==> config.mk <==
export PLATFORM = sky130hd
export DESIGN_NAME = tick_prescaler
export DESIGN_NICKNAME = d
export VERILOG_FILES = /design/src/rtl/tick_prescaler.sv
export SDC_FILE = /design/constraint.sdc
export NUM_CORES = 1
export LEC_CHECK = 0
export CAP_MARGIN = 25
export CORE_UTILIZATION = 42
export CTS_CLUSTER_DIAMETER = 120
export DETAILED_ROUTE_END_ITERATION = 10
export PLACE_DENSITY = 0.82
export SLEW_MARGIN = 40
export SYNTH_ARGS = -nofsm -noshare
export SYNTH_HDL_FRONTEND = slang
export SYNTH_SLANG_ARGS = --single-unit
==> constraint.sdc <==
create_clock -name clk -period 1.1 [get_ports clk]
set_input_delay 0.165 -clock clk [delete_from_list [all_inputs] [get_ports clk]]
set_output_delay 0.165 -clock clk [all_outputs]
set_load 0.05 [all_outputs]
==> src/rtl/tick_prescaler.sv <==
// Programmable tick prescaler: emits a one-cycle tick every div_q+1 cycles while running.
// Optional single-tick mode is enabled by defining TICK_PRESCALER_ONESHOT_EN.
module tick_prescaler #(
    parameter int DIV_W = 8
) (
    input  logic             clk,
    input  logic             rst,
    input  logic             start,
    input  logic             stop,
    input  logic             hold,
`ifdef TICK_PRESCALER_ONESHOT_EN
    input  logic             oneshot,
`endif
    input  logic [DIV_W-1:0] div_in,
    input  logic             div_valid,
    output logic             div_ready,
    output logic             tick,
    output logic             running,
    output logic [DIV_W-1:0] phase
);

    typedef enum logic {
        IDLE = 1'b0,
        RUN  = 1'b1
    } state_t;

    state_t           state;
    logic [DIV_W-1:0] div_q;
`ifdef TICK_PRESCALER_ONESHOT_EN
    logic             oneshot_q;
`endif

    assign running   = (state == RUN);
    assign div_ready = (state == IDLE);

    // NOTE: reset is synchronous, so rst is tested inside the clocked block and kept out of the sensitivity list.
    always_ff @(posedge clk) begin
        if (rst) begin
            state <= IDLE;
            div_q <= '0;
            phase <= '0;
            tick  <= 1'b0;
`ifdef TICK_PRESCALER_ONESHOT_EN
            oneshot_q <= 1'b0;
`endif
        end else begin
            case (state)
                IDLE: begin
                    tick  <= 1'b0;
                    phase <= '0;
                    // A load in the start cycle is visible from the first RUN cycle.
                    if (div_valid) begin
                        div_q <= div_in;
                    end
                    if (start && !stop) begin
                        state <= RUN;
`ifdef TICK_PRESCALER_ONESHOT_EN
                        oneshot_q <= oneshot;
`endif
                    end
                end
                RUN: begin
                    if (stop) begin
                        state <= IDLE;
                        phase <= '0;
                        tick  <= 1'b0;
                    end else if (hold) begin
                        tick <= 1'b0;
                    end else if (phase == div_q) begin
                        phase <= '0;
                        tick  <= 1'b1;
`ifdef TICK_PRESCALER_ONESHOT_EN
                        if (oneshot_q) begin
                            state <= IDLE;
                        end
`endif
                    end else begin
                        phase <= phase + DIV_W'(1);
                        tick  <= 1'b0;
                    end
                end
                default: begin
                    state <= IDLE;
                    phase <= '0;
                    tick  <= 1'b0;
                end
            endcase
        end
    end

endmodule

**Yosys cells after proc, flatten, opt, wreduce, memory -nomap -nowiden**

Index checks and enable logic that the tools add are counted.

- Multiplexer cells: 11
- Bitwise logic cells: 1
- $add $sub $neg: 1
- Equal/unequal tests: 2
- Reduce and logical (&&, ||, !) cells: 3

Operator list:

| kind | count |
|---|---|
| 8-bit two-way mux | 3 |
| 8-bit one-hot mux with 2 select lines | 1 |
| 8-bit by 1-bit adder with 8-bit output, second input constant | 1 |
| 8-bit equality test | 1 |
| 1-bit two-way mux | 5 |
| 1-bit one-hot mux with 2 select lines | 2 |
| 3-bit inequality test, second input constant | 1 |
| 2-bit AND reduction | 1 |
| 1-bit logical AND | 1 |
| 1-bit zero test | 1 |
| 1-bit inverter | 1 |

- Word-level logic and storage cells: 22
- Bits in registers: 18

**Depth between registers and ports, before layout**

- Depth in word-level cells: 5
- Depth in mapped cells: 6

**Least setup slack after synthesis**

Ideal clock, no wire load.

- Kind: reg-to-reg
- From: register phase[3]
- To: register phase[2]
- Stages on the path, launching flop included: 5
- Data required time: 0.965 ns
- Arrival time: 1.479 ns
- Path slack: -0.515 ns
- Path buffers: 0
- Cells stage by stage: dfxtp_1 -> xnor2_1 -> nand4_2 -> o2111ai_2 -> o311ai_2

- Longest elaborated chain between the ends: 5

Ends and longest elaborated chain:

| what | line | RTL |
|---|---|---|
| start, declared | 19 | `output logic [DIV_W-1:0] phase` |
| start signal, assigned | 78 | `phase <= phase + DIV_W'(1);` |
| 8-bit equality test | 69 | `end else if (phase == div_q) begin` |
| 8-bit two-way mux | 69 |  |
| 8-bit two-way mux | 67 | `end else if (hold) begin` |
| 8-bit two-way mux | 63 | `if (stop) begin` |
| 8-bit one-hot mux with 2 select lines | 47 | `case (state)` |

Every way passes these cells. The select of a mux whose other input is x is not followed.
A chain may end at the register's enable or synchronous reset.

**Worst setup path in the final report**

- From: register div_q[5]
- To: register tick

- Longest elaborated chain between the ends: 5

Ends and longest elaborated chain:

| what | line | RTL |
|---|---|---|
| start, declared | 28 | `logic [DIV_W-1:0] div_q;` |
| start signal, assigned | 53 | `div_q <= div_in;` |
| 8-bit equality test | 69 |  |
| 1-bit two-way mux | 69 |  |
| 1-bit two-way mux | 67 |  |
| 1-bit two-way mux | 63 |  |
| 1-bit one-hot mux with 2 select lines | 47 |  |
| end signal, assigned | 49 | `tick <= 1'b0;` |
| end signal, assigned | 68 | `tick <= 1'b0;` |
| end signal, assigned | 71 | `tick <= 1'b1;` |
| end, declared | 17 | `output logic tick,` |

Every way passes these cells.

==> reports/metrics.yaml <==
status:
  status: "finished with violations"
  violations: "negative setup slack"
hold_path:
  worstHoldPathType: "input port to flop"
  hold_depth: 2
  worstHoldStart: "hold"
  hold_end: "tick"
pwr:
  power.share.clock_pct: 30.1
  swShare_pct: 26.2
  p_int_mw: 1.01
  power_density_nw_per_um2: 815
  peakVddDrop_uv: 821
  p_sw_mw: 0.361
  p_leak_nw: 0.622
  power.total_mw: 1.38
  pwr-share-seq_pct: 49.7
  combPwrFrac_pct: 20.2
detailed_routing:
  avgRoutedWirePerCell_um: 15.1
  drc: 0
  first_iter_violations: 34
  routed_wl_mm: 2.58
  vias: 889
  ant_nets: 0
  dr.pass1.iters: 4
  routed_via_density: 5.20
synthesis:
  synth_compound_area_share_pct: 15.2
  synth_nets: 112
  synth-xor-area-share_pct: 9.67
  synth-simple-area-share_pct: 22.1
  ys.warnings.count: 0
  yosysSeqAreaShare_pct: 39.8
  ys_types: 28
  synthCells: 97
  synth-seq-cells: 18
  synth_mux_area_share_pct: 8.84
  synth-adder-area-share_pct: 1.38
  netlist_area_um2: 906
  synth_top_family_by_area: "simple AND/OR/NAND/NOR gates"
  syn_avg_cell_area_um2: 9.34
final_layout:
  final_common_cell: "nand2_1"
  nets: 160
  final_cell_mix: "nand2_1, nor2_1, clkdlybuf4s50_1, buf_4, buf_12"
  diodes: 0
  drive_above_1_share_pct: 50.0
  fill_cells: 100
  syn2layout_area_growth_pct: 86.3
timing:
  rsz0062_at_grt: "yes"
  fin_crit_sh_pct: 118
  setup_viol: 18
  relSlewSlack_pct: 81.5
  fmaxAchievable_mhz: 773
  slew_viol_final: 0
  layout_setup_ws_ps: -193
  worst_pin_slew_ps: 277
  fin_crit_ps: 1290
  skew_ps: 4.19
  hold_viol_final: 0
die:
  die_area_um2: 2350
  die_h_um: 48.4
  fp-row-count: 16
  core_um2: 2000
  pin_count: 25
  die_w_um: 48.4
  start_util_pct: 45.3
grt:
  first_global_vias: 891
  grtUsageTotal_pct: 25.1
  grt_remaining_overflow: 0
  grt_pass1_wl_mm: 4.31
  grt_max_degree: 11
  antenna_found_initial: 0
place:
  pre_cts_ws_ps: -499
  gp_congestion: 0.819
  dp_hpwl_mm: 1.92
  portBuffers: 24
worst_setup_path:
  r2r_end: "tick"
  path_buf_inv: 1
  critPathKind: "flop to flop"
  path_max_fanout: 8
  r2r_setup_slack_ps: -190
  worstSetupStartpoint: "div_q[5]"
  slowest_delay_ps: 350
  cp-start-kind: "flop"
  cp_top_family: "simple AND/OR/NAND/NOR gates"
  cp_cell_sequence: "xnor2_2 > nand4_4 > buf_4 > nor4_1"
  cpMaxStageDelayCell: "dfxtp_1"
  crit_required_ps: 1300
  worstPathArrival_ps: 1490
  end_kind: "flop"
  timing.rr.start: "div_q[5]"
  worst-r2r-cell-count: 4
clocking:
  ctsHtreeMaxLevel: 1
  cts_tree: "done"
  root_buffer: "clkbuf_4"
  cts.reportedPaths.clkPinSlew_ps: 100
  cts.sinks: 18
  hold_buffers: 0
  insertion_delay_ps: 300
  clk_path_buf_depth: 2
  cts_buffers: 3
run:
  cap_violations: 0
[layout make-up]
class                   count  area (um^2)  share of cell area (%)
clock buffers               4         36.3                    2.15
well taps                  27         33.8                    2.00
inverters                   2         10.0                   0.593
repair buffers             46          552                    32.7
flip-flops and latches     18          402                    23.8
multi-input cells          74          654                    38.8
[Yosys cell counts (all sizes together)]
library cell  instances  area, um^2
o311ai                1        16.3
o211ai                5        37.5
nor3                  1        5.00
inv                   2        7.51
o21ai                 6        41.3
and3                  1        7.51
and2b                 1        8.76
nand2                14        52.6
or3                   1        6.26
nor2                 13        48.8
nand3                 2        10.0
xnor2                10        87.6
buf                   3        20.0
o211a                 1        10.0
mux2i                 8        80.1
a21oi                 2        10.0
nor4b                 1        23.8
o21a                  1        7.51
o2111ai               1        15.0
dfxtp                18         360
nor2b                 1        6.26
nand4                 2        25.0
ha                    1        12.5
nor4                  1        6.26
[registers in the layout, summed over array words and instances (netlist names)]
name     cells
div_q        8
phase        8
running      1
tick         1
[power groups by stage]
stage	Clock (mW)	Combinational, mW	Sequential (mW)
4_1_cts	0.430	0.270	0.684
5_1_grt	0.455	0.297	0.687
3_3_place_gp	0	0.240	0.687
3_5_place_dp	0	0.249	0.689
6_report	0.413	0.278	0.684
2_1_floorplan	0	0.136	0.694
[logic make-up after synthesis]
kind of cell / count (synthesis)
simple gates: 38
buf+inv: 5
mux: 8
flops: 18
xor+xnor: 10
compound gates: 17
fa+ha+maj: 1
[how the worst max path moves through the flow]
stage / endpoint / slack (ps) / cells after the start
after floorplan: phase[2] / -140 / 4
after global placement: phase[2] / -420 / 5
after detailed placement: phase[5] / -500 / 6
after CTS: phase[2] / -160 / 4
after global routing: phase[5] / -290 / 4
final: tick / -190 / 4
[timing repair]
item / in CTS / in global routing
endpoints found under the setup margin: 19 / 26
pin swaps: 9 / 4
gates resized for setup: 22 / 6
buffers inserted: 4 / 3
[per-layer routing]
| metal | share of wire (%) | up-vias | track usage, % |
|---|---|---|---|
| met1 | 40 | 415 | 30.3 |
| met2 | 54 | 32 | 43.7 |
| li1 | - | 437 | - |
| met4 | 1.6 | 0 | 11.8 |
| met5 | 0 | - | 0 |
| met3 | 3.9 | 5 | 3.77 |
[worst reg2reg max path: cells and delay by family, from the launching register on]
kind / cells / cell delay [ps]
and+or+nand+nor: 2 / 450
DFF: 1 / 350
xor gates and xnor gates: 1 / 200
buffers and inverters: 1 / 190
[metrics by stage]
stage / utilization (%) / area (um^2) / hold slack, ps / std cells / setup TNS, ps
after CTS: 83.2 / 1670 / 346 / 170 / -1420
after global placement: 75.5 / 1510 / 497 / 162 / -4610
final: 84.3 / 1690 / 377 / 171 / -1750
after global routing: 84.3 / 1690 / 393 / 171 / -2770
after detailed placement: 75.5 / 1510 / 505 / 162 / -5260
after floorplan: - / 1020 / 244 / 97 / -878
(Power assumes the default switching activity.)
